==> config.mk <==
export PLATFORM = sky130hd
export DESIGN_NAME = alarm_ringer_flat
export DESIGN_NICKNAME = d
export VERILOG_FILES = /design/src/rtl/alarm_ringer_if.sv /design/src/rtl/alarm_ringer.sv /design/src/flat_wrapper.sv
export SDC_FILE = /design/constraint.sdc
export NUM_CORES = 1
export LEC_CHECK = 0
export ABC_AREA = 1
export BUFFER_PORTS_ARGS = -buffer_cell sky130_fd_sc_hd__buf_2
export CORE_ASPECT_RATIO = 1.5
export CORE_UTILIZATION = 40
export CTS_CLUSTER_SIZE = 30
export DETAILED_ROUTE_END_ITERATION = 10
export PLACE_DENSITY = 0.67
export SLEW_MARGIN = 20
export SYNTH_ARGS = -nofsm -noshare
export SYNTH_HDL_FRONTEND = slang
export SYNTH_SLANG_ARGS = --single-unit
==> constraint.sdc <==
create_clock -name clk -period 1.3 [get_ports clk]
set_input_delay 0.26 -clock clk [delete_from_list [all_inputs] [get_ports clk]]
set_output_delay 0.26 -clock clk [all_outputs]
set_load 0.02 [all_outputs]
==> src/rtl/alarm_ringer_if.sv <==
// Alarm-match and user-control bundle between the comparator/buttons and the ringer.
// The ringer attaches via the slave modport; the alarm/button side via master.
interface alarm_ringer_if;
  logic       tick_1hz;
  logic       on;
  logic       on_or_off;
  logic       stop_btn;
  logic       snooze_btn;
  logic       auto_rst;
  logic       buzzer;
  logic       ringing;
  logic       snoozing;
  logic [2:0] snooze_count;

  modport slave (
    input  tick_1hz, on, on_or_off, stop_btn, snooze_btn,
    output auto_rst, buzzer, ringing, snoozing, snooze_count
  );

  modport master (
    output tick_1hz, on, on_or_off, stop_btn, snooze_btn,
    input  auto_rst, buzzer, ringing, snoozing, snooze_count
  );
endinterface

==> src/rtl/alarm_ringer.sv <==
// Alarm ringer: rings, snoozes and clears the comparator latch, timed by the 1 Hz tick.
// Optional ALARM_ESCALATE_EN: continuous buzzer for the second half of each ring period.
//
// state    | meaning
// ---------+---------------------------------------------------------------
// S_IDLE   | waiting for an enabled alarm match
// S_RING   | buzzer beeping at 1 Hz, ring timer running
// S_SNOOZE | silent, comparator held cleared, snooze timer running
// S_CLEAR  | comparator held cleared until the next second boundary
module alarm_ringer #(
  parameter int RING_SECONDS   = 60,
  parameter int SNOOZE_SECONDS = 300,
  parameter int MAX_SNOOZE     = 3
) (
  input  logic          clk,
  input  logic          rst_n,
  alarm_ringer_if.slave bus
);

  localparam int RW = $clog2(RING_SECONDS + 1);
  localparam int SW = $clog2(SNOOZE_SECONDS + 1);

  typedef enum logic [1:0] {
    S_IDLE   = 2'd0,
    S_RING   = 2'd1,
    S_SNOOZE = 2'd2,
    S_CLEAR  = 2'd3
  } state_t;

  state_t          state_q, state_d;
  logic [RW-1:0]   ring_cnt_q, ring_cnt_d;
  logic [SW-1:0]   snz_cnt_q, snz_cnt_d;
  logic            beep_phase_q, beep_phase_d;
  logic [2:0]      snooze_count_q, snooze_count_d;
  logic            buzzer_q, buzzer_d;
  logic            ringing_q, ringing_d;
  logic            snoozing_q, snoozing_d;
  logic            auto_rst_q, auto_rst_d;
  logic            stop_req;

  // Disable and stop share the same exit and outrank everything else.
  assign stop_req = !bus.on_or_off || bus.stop_btn;

  always_comb begin
    state_d        = state_q;
    ring_cnt_d     = ring_cnt_q;
    snz_cnt_d      = snz_cnt_q;
    beep_phase_d   = beep_phase_q;
    snooze_count_d = snooze_count_q;

    case (state_q)
      S_IDLE: begin
        if (bus.on && bus.on_or_off) begin
          state_d        = S_RING;
          ring_cnt_d     = '0;
          beep_phase_d   = 1'b1;
          snooze_count_d = '0;
        end
      end

      S_RING: begin
        if (stop_req) begin
          state_d = S_CLEAR;
        end else if (bus.snooze_btn && (snooze_count_q < 3'(MAX_SNOOZE))) begin
          state_d        = S_SNOOZE;
          snz_cnt_d      = '0;
          snooze_count_d = snooze_count_q + 3'd1;
        end else if (bus.tick_1hz) begin
          if (ring_cnt_q == RW'(RING_SECONDS - 1)) begin
            state_d = S_CLEAR;
          end else begin
            ring_cnt_d   = ring_cnt_q + RW'(1);
            beep_phase_d = !beep_phase_q;
          end
        end
      end

      S_SNOOZE: begin
        if (stop_req) begin
          state_d = S_CLEAR;
        end else if (bus.tick_1hz) begin
          if (snz_cnt_q == SW'(SNOOZE_SECONDS - 1)) begin
            state_d      = S_RING;
            ring_cnt_d   = '0;
            beep_phase_d = 1'b1;
          end else begin
            snz_cnt_d = snz_cnt_q + SW'(1);
          end
        end
      end

      S_CLEAR: begin
        if (bus.tick_1hz) begin
          state_d        = S_IDLE;
          snooze_count_d = '0;
        end
      end

      default: state_d = S_IDLE;
    endcase
  end

  // Outputs are decoded from the next state so they land one cycle after the trigger.
  always_comb begin
    ringing_d  = (state_d == S_RING);
    snoozing_d = (state_d == S_SNOOZE);
    auto_rst_d = (state_d == S_SNOOZE) || (state_d == S_CLEAR);
`ifdef ALARM_ESCALATE_EN
    buzzer_d   = ringing_d && (beep_phase_d || (ring_cnt_d >= RW'(RING_SECONDS / 2)));
`else
    buzzer_d   = ringing_d && beep_phase_d;
`endif
  end

  always_ff @(posedge clk or negedge rst_n) begin
    if (!rst_n) begin
      state_q        <= S_IDLE;
      ring_cnt_q     <= '0;
      snz_cnt_q      <= '0;
      beep_phase_q   <= 1'b0;
      snooze_count_q <= '0;
      buzzer_q       <= 1'b0;
      ringing_q      <= 1'b0;
      snoozing_q     <= 1'b0;
      auto_rst_q     <= 1'b0;
    end else begin
      state_q        <= state_d;
      ring_cnt_q     <= ring_cnt_d;
      snz_cnt_q      <= snz_cnt_d;
      beep_phase_q   <= beep_phase_d;
      snooze_count_q <= snooze_count_d;
      buzzer_q       <= buzzer_d;
      ringing_q      <= ringing_d;
      snoozing_q     <= snoozing_d;
      auto_rst_q     <= auto_rst_d;
    end
  end

  assign bus.buzzer       = buzzer_q;
  assign bus.ringing      = ringing_q;
  assign bus.snoozing     = snoozing_q;
  assign bus.auto_rst     = auto_rst_q;
  assign bus.snooze_count = snooze_count_q;

endmodule

==> src/flat_wrapper.sv <==
// flat-port wrapper written by rule: the top's interface ports become plain ports
module alarm_ringer_flat 
#(
  parameter int RING_SECONDS   = 60,
  parameter int SNOOZE_SECONDS = 300,
  parameter int MAX_SNOOZE     = 3
)
  (clk, rst_n, bus_tick_1hz, bus_on, bus_on_or_off, bus_stop_btn, bus_snooze_btn, bus_auto_rst, bus_buzzer, bus_ringing, bus_snoozing, bus_snooze_count);
  alarm_ringer_if bus_i ();
  input  logic clk;
  input  logic rst_n;
  input wire logic [$bits(bus_i.tick_1hz)-1:0] bus_tick_1hz;
  input wire logic [$bits(bus_i.on)-1:0] bus_on;
  input wire logic [$bits(bus_i.on_or_off)-1:0] bus_on_or_off;
  input wire logic [$bits(bus_i.stop_btn)-1:0] bus_stop_btn;
  input wire logic [$bits(bus_i.snooze_btn)-1:0] bus_snooze_btn;
  output wire logic [$bits(bus_i.auto_rst)-1:0] bus_auto_rst;
  output wire logic [$bits(bus_i.buzzer)-1:0] bus_buzzer;
  output wire logic [$bits(bus_i.ringing)-1:0] bus_ringing;
  output wire logic [$bits(bus_i.snoozing)-1:0] bus_snoozing;
  output wire logic [$bits(bus_i.snooze_count)-1:0] bus_snooze_count;
  assign bus_i.tick_1hz = bus_tick_1hz;
  assign bus_i.on = bus_on;
  assign bus_i.on_or_off = bus_on_or_off;
  assign bus_i.stop_btn = bus_stop_btn;
  assign bus_i.snooze_btn = bus_snooze_btn;
  assign bus_auto_rst = bus_i.auto_rst;
  assign bus_buzzer = bus_i.buzzer;
  assign bus_ringing = bus_i.ringing;
  assign bus_snoozing = bus_i.snoozing;
  assign bus_snooze_count = bus_i.snooze_count;
  alarm_ringer #(.RING_SECONDS(RING_SECONDS), .SNOOZE_SECONDS(SNOOZE_SECONDS), .MAX_SNOOZE(MAX_SNOOZE)) u_core (.clk(clk), .rst_n(rst_n), .bus(bus_i));
endmodule
* Word level (Yosys, flattened, before mapping)
Cells that the tools add are included.
** Operators by class
- Mux-type cells :: 39
- Add/subtract/negate cells :: 3
- Reduce and logical (&&, ||, !) cells :: 14
- Order comparisons :: 1
- Shift operators :: 0
- Bitwise logic cells :: 0
- Div/mod/pow operators :: 0
- Equal/unequal tests :: 19
- Multiply operators :: 0
** Operators with widths (count)
- $mux W6 :: 8
- $mux W9 :: 5
- $mux W2 :: 9
- $pmux W6 S3 :: 1
- $pmux W9 S2 :: 1
- $ne A2 B2 Y1 const B :: 8
- $mux W3 :: 4
- $add A9 B1 Y9 const B :: 1
- $eq A9 B9 Y1 const B :: 1
- $pmux W3 S3 :: 1
- $reduce_and A9 Y1 :: 1
- $eq A2 B2 Y1 const B :: 4
- $mux W1 :: 8
- $pmux W2 S4 :: 1
- $add A6 B1 Y6 const B :: 1
- $eq A6 B6 Y1 const B :: 1
- $ne A2 B1 Y1 const B :: 3
- $reduce_and A6 Y1 :: 1
- $reduce_bool A3 Y1 :: 2
- $reduce_and A5 Y1 :: 1
- $eq A2 B1 Y1 const B :: 2
- $add A3 B1 Y3 const B :: 1
- $logic_and A1 B1 Y1 :: 3
- $lt A3 B2 Y1 const B :: 1
- 5 further kinds :: 7
** Storage, ports and cells
- Input port bits :: 7
- Word-level logic and storage cells :: 85
- Register bits :: 25
- Bits in latches :: 0
- Memories :: 0
- RAM bits :: 0
- Output and inout bits :: 7
- Bits in read-only memories :: 0

* Depth between registers and ports, before layout
- Word-level depth :: 8
- Mapped depth :: 11
- Gate-level depth less buffers :: 11

* Worst setup path after synthesis
Ideal clock, no wire load.
- Kind :: register to register
- Start :: register, netlist name u_core.bus.auto_rst
- End :: register u_core.ring_cnt_q[1]
- Setup time :: 0.118 ns
- Data required time :: 1.182 ns
- Arrival :: 1.358 ns
- Period minus slack after synthesis :: 1.475 ns
- Slack :: -0.175 ns
- Stages on the path, launching flop included :: 10
- Path buffers :: 0
- Cells stage by stage :: dfrtp_1 -> nor2_1 -> nand2_1 -> nand2_1 -> nor3_2 -> nand2_1 -> nor2_4 -> inv_2 -> nand2_1 -> nand2_1
** RTL lines
- end signal: assignment :: RTL line alarm_ringer.sv:128 : ring_cnt_q <= ring_cnt_d;
- end: declaration :: RTL line alarm_ringer.sv:31 : logic [RW-1:0] ring_cnt_q, ring_cnt_d;

* Worst setup path after layout
- Start :: register u_core.snz_cnt_q[2]
- End :: register u_core.snz_cnt_q[6]
** Between the ends
- Word-level cells in the longest chain between the ends :: 5
** Ends and longest elaborated chain
- start: declaration :: RTL line alarm_ringer.sv:32 : logic [SW-1:0] snz_cnt_q, snz_cnt_d;
- start signal: assignment :: RTL line alarm_ringer.sv:129 : snz_cnt_q <= snz_cnt_d;
- $add A9 B1 Y9 :: RTL line alarm_ringer.sv:87 : snz_cnt_d = snz_cnt_q + SW'(1);
- $mux W9 :: RTL line alarm_ringer.sv:82 : if (snz_cnt_q == SW'(SNOOZE_SECONDS - 1)) begin
- $mux W9 :: RTL line alarm_ringer.sv:81 : end else if (bus.tick_1hz) begin
- $mux W9 :: RTL line alarm_ringer.sv:79 : if (stop_req) begin
- $pmux W9 S2 :: RTL line alarm_ringer.sv:51 : case (state_q)
Several ways; a longest one is shown, not always the timed one. The select of a mux whose other input is x is not followed.
A chain may end at the register's enable or synchronous reset.

==> results.yml <==
clock_network:
  clock_tree.htree_level_count: 1
  clk_pin_slew_worst_paths_ns: 0.09
  cts_buffer_depth: 2
  clock_sink_count: 24
  clockRootBuffer: "clkbuf_8"
  tritoncts.num_buffers: 3
  cts_tree: "yes"
  clkLatencyLatePin_ns: 0.27
global_routing:
  first_global_vias: 1466
  antenna_found_initial: 0
  grt_pass1_wl_mm: 6.11
  grt_util_all_layers_pct: 20.6
  grt_start_max_net_pins: 25
  grt_remaining_overflow: 0
synth:
  synth_edf_count: 0
  synthCells: 200
  post_synth.cell_area_avg_sq_um: 7.31
  synthTopCellsByArea: "dfrtp_1, nand2_1, nor2_1"
  synth.yosys.seq_area_share_pct: 41.1
  synthesis.yosys.warnings: 0
  synthDominantCellAreaShare_pct: 41.1
  postSynthNetCount: 210
  synthFlopType: "dfrtp_1"
  postSynthRegisterBits: 24
  synth.distinct_cells: 28
  asyncSetResetFlopFracSynth_pct: 100
  syn-cell-area_sq_mm: 0.00146
  post-synth-top-area-cell: "dfrtp_1"
setup_path:
  cp.required_ns: 1.52
  cp_num_buf_inv: 2
  reg2reg_from: "u_core.snz_cnt_q[2]"
  crit_path_start: "u_core.snz_cnt_q[2]"
  critical_path.startpoint_type: "flip-flop"
  cp_top_family: "simple AND/OR/NAND/NOR gates"
  critical_path.max_stage_delay_ns: 0.40
  timing.critical_path.cells: "nor2_1, nand3_2, o21ai_4, inv_2, o21ai_4, buf_6, nand2_1, nand2_1"
  critPathMaxFanout: 6
  worst_path_max_delay_cell: "dfrtp_1"
  critical_path.endpoint_type: "flip-flop"
  arrival_time_of_data_at_the_critical_path_endpoint_ns: 1.72
  criticalPathCategory: "flip-flop to flip-flop"
sta:
  timing.fmax_ghz: 0.668
  timing.clock.skew_ns: 0.00344
  finalWorstSetupSlack_ns: -0.197
  slew-limit-headroom_pct: 63.4
  grt_setup_unrepaired: "yes"
  hold_ws_ns: 0.382
  final-setup-viol-count: 23
  post-route-period-util_pct: 115
  tightestPinTransition_ns: 0.549
  setup-tns-final_ns: -3.25
  min_period_ns: 1.50
  number_of_pins_with_negative_max_slew_slack_in_the_final_report: 0
  number_of_hold_violations_in_the_final_report: 0
place:
  globalplace.congestion: 0.795
  placement.io_buffers: 13
  dpl-instance-area_sq_mm: 0.00186
  place_hpwl_mm: 2.57
power_and_ir_drop:
  report.power.total_uw: 4410
  vdd_ir_max_mv: 1.10
  cellLeakagePower_uw: 0.00111
  power.density_cell_area_mw_per_mm2: 2010
die:
  core_area_sq_mm: 0.00345
  die_w_um: 51.4
  die_h_um: 76.0
  die_area_sq_mm: 0.00390
  initial_utilization_pct: 42.4
  placement_rows: 26
  io_pins: 14
drt:
  wire_per_inst_um: 12.6
  initialDrtViolationCount: 31
  drt_wl_total_mm: 3.82
  route.antenna.remaining_nets: 0
  drt_drc_violations_left: 0
  drt_pass1_iterations: 4
  vias: 1455
  detailed_route_vias_per_instance: 4.80
status:
  run_status: "complete, but fails checks"
  failed_checks: "negative setup slack"
cells_and_area:
  layout.nets: 272
  post-route-cell-area_sq_mm: 0.00220
  diodes: 0
  utilization_pct: 63.7
  drive_gt1_share_pct: 48.3
  post_synthesis_to_final_layout_area_growth_pct: 50.3
worst_hold_path:
  class_of_the_worst_hold_path: "input pin to flip-flop"
  min-delay-start: "bus_tick_1hz"
job:
  maxCapViolCount: 0
[worst reg2reg max path, cell delays in order (launching register included)]
cell and delay, ns:
dfrtp_1 0.40, nor2_1 0.17, nand3_2 0.16, o21ai_4 0.17
inv_2 0.07, o21ai_4 0.21, buf_6 0.16, nand2_1 0.06
nand2_1 0.06
[metal layers]
| metal | share of wire (%) | vias up | track usage [%] |
|---|---|---|---|
| li1 | - | 746 | - |
| met1 | 36 | 676 | 21.3 |
| met2 | 59 | 21 | 38.4 |
| met3 | 2.3 | 12 | 3.59 |
| met4 | 2.8 | 0 | 9.19 |
| met5 | 0 | - | 0 |
[power breakdown]
group	total (uW)	switching [uW]	internal [uW]	leakage (uW)
Clock	525	254	271	0.0000288
Sequential	1140	205	938	0.000314
Combinational	2740	1440	1300	0.000765
[worst paths after layout]
path	to	slack (ns)	cells after the start
worst max-delay path	u_core.snz_cnt_q[6]	-0.20	8
worst min-delay path	u_core.state_q[0]	0.38	3
worst max register to register	u_core.snz_cnt_q[6]	-0.20	8
worst min register to register	u_core.ring_cnt_q[5]	0.55	2
max in group asynchronous	u_core.bus.snooze_count[1]	0.40	2
min in group asynchronous	u_core.ring_cnt_q[5]	0.50	2
[cell type report]
class | instances | area (sq um)
multi-input cells | 151 | 946
well taps | 42 | 52.6
flip-flops and latches | 24 | 607
repair buffers | 58 | 438
clock buffers | 4 | 55.1
fillers | 301 | 1250
inverters | 24 | 97.6
[Yosys cell counts (2+ instances only)]
library cell / instances
nand2_1: 66
nor2_1: 28
dfrtp_1: 24
inv_1: 20
nand3_1: 16
xor2_1: 7
o21ai_0: 5
a21oi_1: 4
ha_1: 3
inv_2: 3
nor2_4: 3
a21oi_2: 2
nand4_1: 2
o21ai_1: 2
o21ai_2: 2
[logic make-up (layout without fill, tap and decap cells)]
logic type	after synthesis	in the layout	synth area share (%)
compound gates	17	17	7.11
xor+xnor	8	8	4.79
fa+ha+maj	3	3	2.57
buf+inv	25	86	7.11
flops	24	24	41.1
mux	1	1	0.685
simple gates	122	122	36.6
[placed cells by master, fill, tap and decap left out, types with 2 or more instances in the layout]
cell type  instances
nand2_1           50
buf_4             37
dfrtp_1           19
nor2_1            17
inv_1             16
nand2_2           15
nand3_1           12
buf_2             12
nor2_4             9
buf_6              8
xor2_1             7
nor2_2             6
inv_2              5
dfrtp_2            5
a21oi_2            4
o21ai_2            4
clkbuf_8           4
nand3_2            3
inv_4              3
o21ai_0            3
nand2_4            2
a21oi_1            2
o21ai_4            2
nand4_1            2
[state kept, by name, indices dropped and copies added (netlist names)]
register                 flops
u_core.beep_phase_q          1
u_core.bus.auto_rst          1
u_core.bus.buzzer            1
u_core.bus.ringing           1
u_core.bus.snooze_count      3
u_core.bus.snoozing          1
u_core.ring_cnt_q            6
u_core.snz_cnt_q             9
u_core.state_q               1
[per-stage QoR]
step                instances  setup WS [ns]
floorplan                 200        -0.0630
global placement          289         -0.170
detailed placement        289         -0.200
CTS                       301         -0.123
global route              303         -0.276
finish                    303         -0.197
[what timing repair did]
item	4_1_cts	5_1_grt
hold endpoints to repair	24	0
resized for setup	31	28
pin swaps	13	8
setup endpoints to repair	21	24
setup buffers	7	2
hold buffers	1	0
Power figures use the tool's default switching activity.
